## src/rtl/ps2_drive_ctrl.sv

```systemverilog
// ps2_drive_ctrl
//   Turns a stream of PS/2 set-2 scan-code bytes into drive commands.
//   Arrow keys (E0-prefixed) and keypad 8/2/4/6 map to the same keys.
//   A prefix parser tracks E0/F0 bytes and keeps a held-key bitmap.
//   The direction outputs are decoded from that bitmap. A tick-driven
//   ramp raises or lowers the speed magnitude.
//
// Ports
//   CLOCK_50   in   1  system clock, rising edge
//   reset      in   1  synchronous active-low reset
//   rx_data    in   8  received byte, qualified by rx_valid
//   rx_valid   in   1  single-cycle byte strobe
//   accel      out  2  01 forward, 10 reverse, 00 coast
//   turn       out  2  01 left, 10 right, 00 straight
//   speed      out  4  ramped speed magnitude 0..MAX_SPEED
//   held       out  4  held keys {right,left,down,up}
//   last_code  out  8  last non-prefix byte accepted
module ps2_drive_ctrl #(
  parameter int RAMP_DIV       = 2500000,
  parameter int MAX_SPEED      = 15,
  parameter int PREFIX_TIMEOUT = 100000
) (
  input  logic       CLOCK_50,
  input  logic       reset,
  input  logic [7:0] rx_data,
  input  logic       rx_valid,
  output logic [1:0] accel,
  output logic [1:0] turn,
  output logic [3:0] speed,
  output logic [3:0] held,
  output logic [7:0] last_code
);

  localparam int RW = (RAMP_DIV > 1) ? $clog2(RAMP_DIV) : 1;
  localparam int TW = (PREFIX_TIMEOUT > 1) ? $clog2(PREFIX_TIMEOUT) : 1;
  localparam logic [RW-1:0] RAMP_LAST = RW'(RAMP_DIV - 1);
  localparam logic [TW-1:0] TMO_LAST  = TW'(PREFIX_TIMEOUT - 1);
  localparam logic [4:0]    SPD_MAX   = 5'(MAX_SPEED);

  typedef enum logic [1:0] {
    IDLE     = 2'd0,
    GOT_E0   = 2'd1,
    GOT_F0   = 2'd2,
    GOT_E0F0 = 2'd3
  } state_t;

  state_t        state_r, state_next_s;
  logic [TW-1:0] tmo_r, tmo_next_s;
  logic [RW-1:0] ramp_r;
  logic [3:0]    held_r, held_next_s;
  logic [7:0]    last_code_r;
  logic [1:0]    accel_r, turn_r, last_dir_r;
  logic [3:0]    speed_r;
  logic          code_valid_s, is_break_s, tick_s, reversal_s;
  logic [4:0]    speed_next_s;

  // Bitmap bit for a recognised key code; zero for anything else.
  function automatic logic [3:0] key_mask(input logic [7:0] code);
    case (code)
      8'h75:   key_mask = 4'b0001;
      8'h72:   key_mask = 4'b0010;
      8'h6B:   key_mask = 4'b0100;
      8'h74:   key_mask = 4'b1000;
      default: key_mask = 4'b0000;
    endcase
  endfunction

  // Opposing-pair decode: one side only gives a direction, both or none coast.
  function automatic logic [1:0] pair_dir(input logic a, input logic b);
    if (a && !b) begin
      pair_dir = 2'b01;
    end else if (b && !a) begin
      pair_dir = 2'b10;
    end else begin
      pair_dir = 2'b00;
    end
  endfunction

  // Prefix parser next state, byte classification and idle timeout.
  always_comb begin
    state_next_s = state_r;
    tmo_next_s   = {TW{1'b0}};
    code_valid_s = 1'b0;
    is_break_s   = 1'b0;
    if (rx_valid) begin
      if (rx_data == 8'hE1) begin
        state_next_s = IDLE;
      end else if (rx_data == 8'hE0) begin
        case (state_r)
          IDLE:     state_next_s = GOT_E0;
          GOT_E0:   state_next_s = GOT_E0;
          GOT_F0:   state_next_s = GOT_E0F0;
          GOT_E0F0: state_next_s = GOT_E0F0;
          default:  state_next_s = IDLE;
        endcase
      end else if (rx_data == 8'hF0) begin
        case (state_r)
          IDLE:     state_next_s = GOT_F0;
          GOT_E0:   state_next_s = GOT_E0F0;
          GOT_F0:   state_next_s = GOT_F0;
          GOT_E0F0: state_next_s = GOT_E0F0;
          default:  state_next_s = IDLE;
        endcase
      end else begin
        code_valid_s = 1'b1;
        is_break_s   = (state_r == GOT_F0) || (state_r == GOT_E0F0);
        state_next_s = IDLE;
      end
    end else if (state_r != IDLE) begin
      // A stalled prefix is dropped so the next code is read as a make.
      if (tmo_r == TMO_LAST) begin
        state_next_s = IDLE;
      end else begin
        tmo_next_s = tmo_r + {{(TW-1){1'b0}}, 1'b1};
      end
    end else begin
      tmo_next_s = {TW{1'b0}};
    end
  end

  // Held bitmap update; repeat makes and unknown codes leave it unchanged.
  always_comb begin
    held_next_s = held_r;
    if (code_valid_s) begin
      if (is_break_s) begin
        held_next_s = held_r & ~key_mask(rx_data);
      end else begin
        held_next_s = held_r | key_mask(rx_data);
      end
    end else begin
      held_next_s = held_r;
    end
  end

  // Speed ramp; a flip of motion direction (even via coast) zeroes speed.
  always_comb begin
    tick_s       = (ramp_r == RAMP_LAST);
    reversal_s   = (accel_r != 2'b00) && (last_dir_r != 2'b00) &&
                   (accel_r != last_dir_r);
    speed_next_s = {1'b0, speed_r};
    if (reversal_s) begin
      speed_next_s = 5'd0;
    end else if (tick_s) begin
      if (accel_r != 2'b00) begin
        if ({1'b0, speed_r} < SPD_MAX) begin
          speed_next_s = {1'b0, speed_r} + 5'd1;
        end else begin
          speed_next_s = SPD_MAX;
        end
      end else begin
        if (speed_r != 4'd0) begin
          speed_next_s = {1'b0, speed_r} - 5'd1;
        end else begin
          speed_next_s = 5'd0;
        end
      end
    end else begin
      speed_next_s = {1'b0, speed_r};
    end
  end

  // State, counters and all registered outputs.
  always_ff @(posedge CLOCK_50) begin
    if (!reset) begin
      state_r     <= IDLE;
      tmo_r       <= {TW{1'b0}};
      ramp_r      <= {RW{1'b0}};
      held_r      <= 4'd0;
      last_code_r <= 8'h00;
      accel_r     <= 2'b00;
      turn_r      <= 2'b00;
      last_dir_r  <= 2'b00;
      speed_r     <= 4'd0;
    end else begin
      state_r     <= state_next_s;
      tmo_r       <= tmo_next_s;
      ramp_r      <= tick_s ? {RW{1'b0}} : ramp_r + {{(RW-1){1'b0}}, 1'b1};
      held_r      <= held_next_s;
      last_code_r <= code_valid_s ? rx_data : last_code_r;
      accel_r     <= pair_dir(held_r[0], held_r[1]);
      turn_r      <= pair_dir(held_r[2], held_r[3]);
      last_dir_r  <= (accel_r != 2'b00) ? accel_r : last_dir_r;
      speed_r     <= speed_next_s[3:0];
    end
  end

  assign accel     = accel_r;
  assign turn      = turn_r;
  assign speed     = speed_r;
  assign held      = held_r;
  assign last_code = last_code_r;

endmodule

```

## config.mk

```make
export PLATFORM = sky130hd
export DESIGN_NAME = ps2_drive_ctrl
export DESIGN_NICKNAME = d
export VERILOG_FILES = /design/src/rtl/ps2_drive_ctrl.sv
export SDC_FILE = /design/constraint.sdc
export NUM_CORES = 1
export LEC_CHECK = 0
export ABC_AREA = 1
export BUFFER_PORTS_ARGS = -buffer_cell sky130_fd_sc_hd__buf_2
export CORE_MARGIN = 3
export CORE_UTILIZATION = 55
export CTS_CLUSTER_DIAMETER = 200
export DETAILED_ROUTE_END_ITERATION = 16
export PLACE_DENSITY = 0.75
export SYNTH_ARGS = -nofsm -noshare
export SYNTH_HDL_FRONTEND = slang
export SYNTH_SLANG_ARGS = --single-unit
```

## constraint.sdc

```tcl
create_clock -name CLOCK_50 -period 2.7 [get_ports CLOCK_50]
set_input_delay 0.135 -clock CLOCK_50 [delete_from_list [all_inputs] [get_ports CLOCK_50]]
set_output_delay 0.135 -clock CLOCK_50 [all_outputs]
set_load 0.02 [all_outputs]
```

==> impl_summary.txt <==
----------------------------------------------------
[Place]
  DPL Wire Length ... 4596 µm
  Total instance count after detailed placement ... 567
  Count of input and output buffers ... 30
  Final weighted congestion in routability-driven placement ... 0.8815

[Yosys]
  Number of distinct standard cells referenced by the synthesized netlist ... 26
  Top cells by instance count after synthesis ... nand2_1, nor2_1, dfxtp_1
  Share of the yosys chip area belonging to registers ... 39.73%
  Count of flip-flops with a built-in enable after synthesis ... 0
  Post-synth ARST share ... 0%
  Synth area leaders ... dfxtp_1, nand2_1, nor2_1, inv_1, a21oi_1
  Mapped Nets ... 487
  Dominant cell by count in the synthesized netlist ... nand2_1
  Number of storage elements in the synthesis netlist ... 63
  Count of mapped cells out of synthesis ... 472
  Cell area after technology mapping ... 0.003174 mm²
  Top_reg_cell synth ... dfxtp_1
  Post-synthesis average cell area ... 6.725 µm²
  Ys Warns ... 0
  Share of Yosys cell area claimed by the top area cell type ... 39.73%
  Largest area contributor in the netlist ... dfxtp_1

[Setup path]
  Nature of the critical path endpoint ... flip-flop
  Stage delay of the slowest cell on the critical path ... 400 ps
  Worst Path Required ... 2910 ps
  Ordered cell list for the critical path ... ha_1 > nand3_2 > nor2_1 > nand3_2 > nand2_2 > a21oi_1
  Top fanout value on the critical path ... 22
  Worst path most repeated cell ... nand3_2
  Setup crit start kind ... flip-flop
  CP max-delay cell ... dfxtp_1
  CP Class ... reg -> reg
  Worst Path Arrival ... 1890 ps

[Timing]
  Unrepaired setup endpoints after global routing ... false
  Setup violations, final ... 0
  Final cycle utilization of the critical path ... 62.35%
  Max Slew Vio Count ... 0
  Time the final worst path needs with I/O delays and setup ... 1683 ps
  Post-route clock skew ... 7.102 ps
  Total Negative Setup Slacks ... 0 ps
  Final number of hold-violating endpoints ... 0
  Worst slew margin relative to its limit ... 66.83%
  Transition time of the tightest slew-check pin ... 493.8 ps
  FMAX ... 0.5940 GHz

[Die]
  Core area ... 0.005540 mm²
  Die extent in x ... 81.97 µm
  Die Y ... 81.97 µm
  Ports ... 31
  Die Outline Area ... 0.006719 mm²
  Effective utilization at floorplan ... 57.29%
  Row cnt ... 27

[Final layout]
  Layout area overhead ... 13.13%
  Fraction of layout cells with a size suffix above 1 ... 13.31%
  Fillers ... 510
  Non-filler cells in the finished layout ... 583
  Nets@finish ... 521
  Diode insertion count for antenna repair ... 0

[Clock network]
  Quantity of hold-fixing buffers added after cts ... 0
  Reg clk slew, reported paths ... 70 ps
  Clock Latency Late Sink ... 340 ps
  Maximum buffer depth of the clock tree ... 2
  Number of resized instances in the post-cts repair step ... 0
  Total clock buffers created by CTS ... 9
  Clock sink count ... 63
  H-Tree Depth ... 3
  Total setup buffers inserted after CTS ... 0
  TritonCTS clock tree ... yes
  Root buf cell ... clkbuf_8

[Global route]
  Antenna violations before repair ... 0
  GRT Total Usage ... 20.29%
  Largest net degree at the start of global routing ... 23
  Wire length of the first global-routing pass ... 10690 µm
  Sum of overflow across all layers after global routing ... 0
  Number of global-route vias before repair ... 2591

[Detailed routing]
  Total number of vias ... 2955
  Routed WL ... 6411 µm
  Number of design-rule violations left by the first detailed-router iteration ... 142
  Number of detailed-route iterations in the first pass ... 5
  Number of vias per cell ... 5.069
  Wire per inst ... 11.00 µm
  Total DRC errors in the routed layout ... 0
  Final antenna-violating net count ... 0

[Pwr]
  Power density over cell area ... 536.6 mW/mm²
  Maximum vdd ir drop ... 0.0002956 V
  Static leakage ... 1.398 nW

[Min path]
  Worst min-delay path class ... in -> reg

[Status]
  Status ... finished, final reports clean

[Flow run]
  Number of max-capacitance violations reported ... 0

----------------------------------------------------
-- where the power goes --
group	internal (mW)	total, mW	switching [mW]
combinational	0.0239	0.0770	0.0530
clock	0.551	0.904	0.353
sequential	0.940	0.946	0.00616
total	1.51	1.93	0.412
-- cells by family (layout without fill, tap and decap cells) --
kind of cell             Yosys count  count (layout)  share of synthesized area (%)
AO/OA/AOI/OAI                     44              44                          7.016
XOR/XNOR                          15              15                          4.139
adder cells (fa/ha/maj)            4               4                          1.577
buffers and inverters             60              99                          7.883
flip-flops                        63              63                          39.73
AND/OR/NAND/NOR                  286             286                          39.65
-- critical path: cells and delay by family (launching register included) --
kind,cells,cell delay (ps)
compound gates,1,90
simple gates,4,840
flops,1,400
fa+ha+maj,1,230
-- sequential cells by signal, summed over array words and instances, names as in the netlist, named ones only --
register    cells
accel           2
ramp_r         22
speed           4
tmo_r          17
state_r         2
turn            2
last_dir_r      2
last_code       8
-- metrics by stage --
| stage | power (mW) | hold WS, ps | util [%] | instance area, µm² | worst slack, ps |
|---|---|---|---|---|---|
| floorplan | 1.020 | 277.8 | - | 3174 | 1291 |
| global placement | 1.043 | 416.0 | 60.70 | 3363 | 1090 |
| detailed placement | 1.044 | 419.7 | 60.70 | 3363 | 1025 |
| CTS | 1.944 | 53.93 | 64.81 | 3591 | 1007 |
| global route | 1.997 | 64.33 | 64.81 | 3591 | 840.2 |
| finish | 1.927 | 70.47 | 64.81 | 3591 | 1017 |
-- cells in the final DEF, fill, tap and decap left out, types with 2 or more instances in the layout --
| cell | count |
|---|---|
| nand2_1 | 117 |
| nor2_1 | 84 |
| dfxtp_1 | 63 |
| inv_1 | 49 |
| a21oi_1 | 36 |
| nand3_1 | 32 |
| buf_2 | 30 |
| nor3_1 | 15 |
| xor2_1 | 14 |
| clkbuf_8 | 14 |
| nand4_1 | 11 |
| o21ai_0 | 7 |
| nor2_2 | 6 |
| nand2_2 | 5 |
| inv_2 | 4 |
| nand3b_1 | 4 |
| nand3_2 | 4 |
| or2_0 | 4 |
| ha_1 | 4 |
| nor2_4 | 2 |
-- per-layer routing --
| metal | track usage (%) | vias up | wire length [µm] |
|---|---|---|---|
| li1 | - | 1573 | - |
| met1 | 23.25 | 1315 | 2951 |
| met2 | 34.81 | 55 | 3100 |
| met3 | 6.798 | 12 | 257 |
| met4 | 7.641 | 0 | 102 |
| met5 | 0 | - | 0 |
-- cell type report --
class                           instances  area (µm²)  area share, %
Clock buffer                           14       192.7          5.366
Clock inverter                          2       35.03         0.9756
Timing Repair Buffer                   30       150.1          4.181
Tap cell                               72       90.09          2.509
Multi-Input combinational cell        349        1663          46.31
Sequential cell                        63        1261          35.12
Inverter                               53       198.9          5.540
-- path summary, 6_finish.rpt --
| kind | end | start | slack, ps | depth (start not counted) |
|---|---|---|---|---|
| worst max-delay path | ramp_r[12]$_SDFF_PP0_ | ramp_r[0]$_SDFF_PP0_ | 1020 | 6 |
| worst min register to register | tmo_r[0]$_SDFF_PP0_ | tmo_r[0]$_SDFF_PP0_ | 460 | 1 |
| worst min-delay path | last_code[7]$_SDFFE_PN0P_ | rx_data[7] | 70 | 3 |
| worst max register to register | ramp_r[12]$_SDFF_PP0_ | ramp_r[0]$_SDFF_PP0_ | 1020 | 6 |
Power figures use the tool's default switching activity.
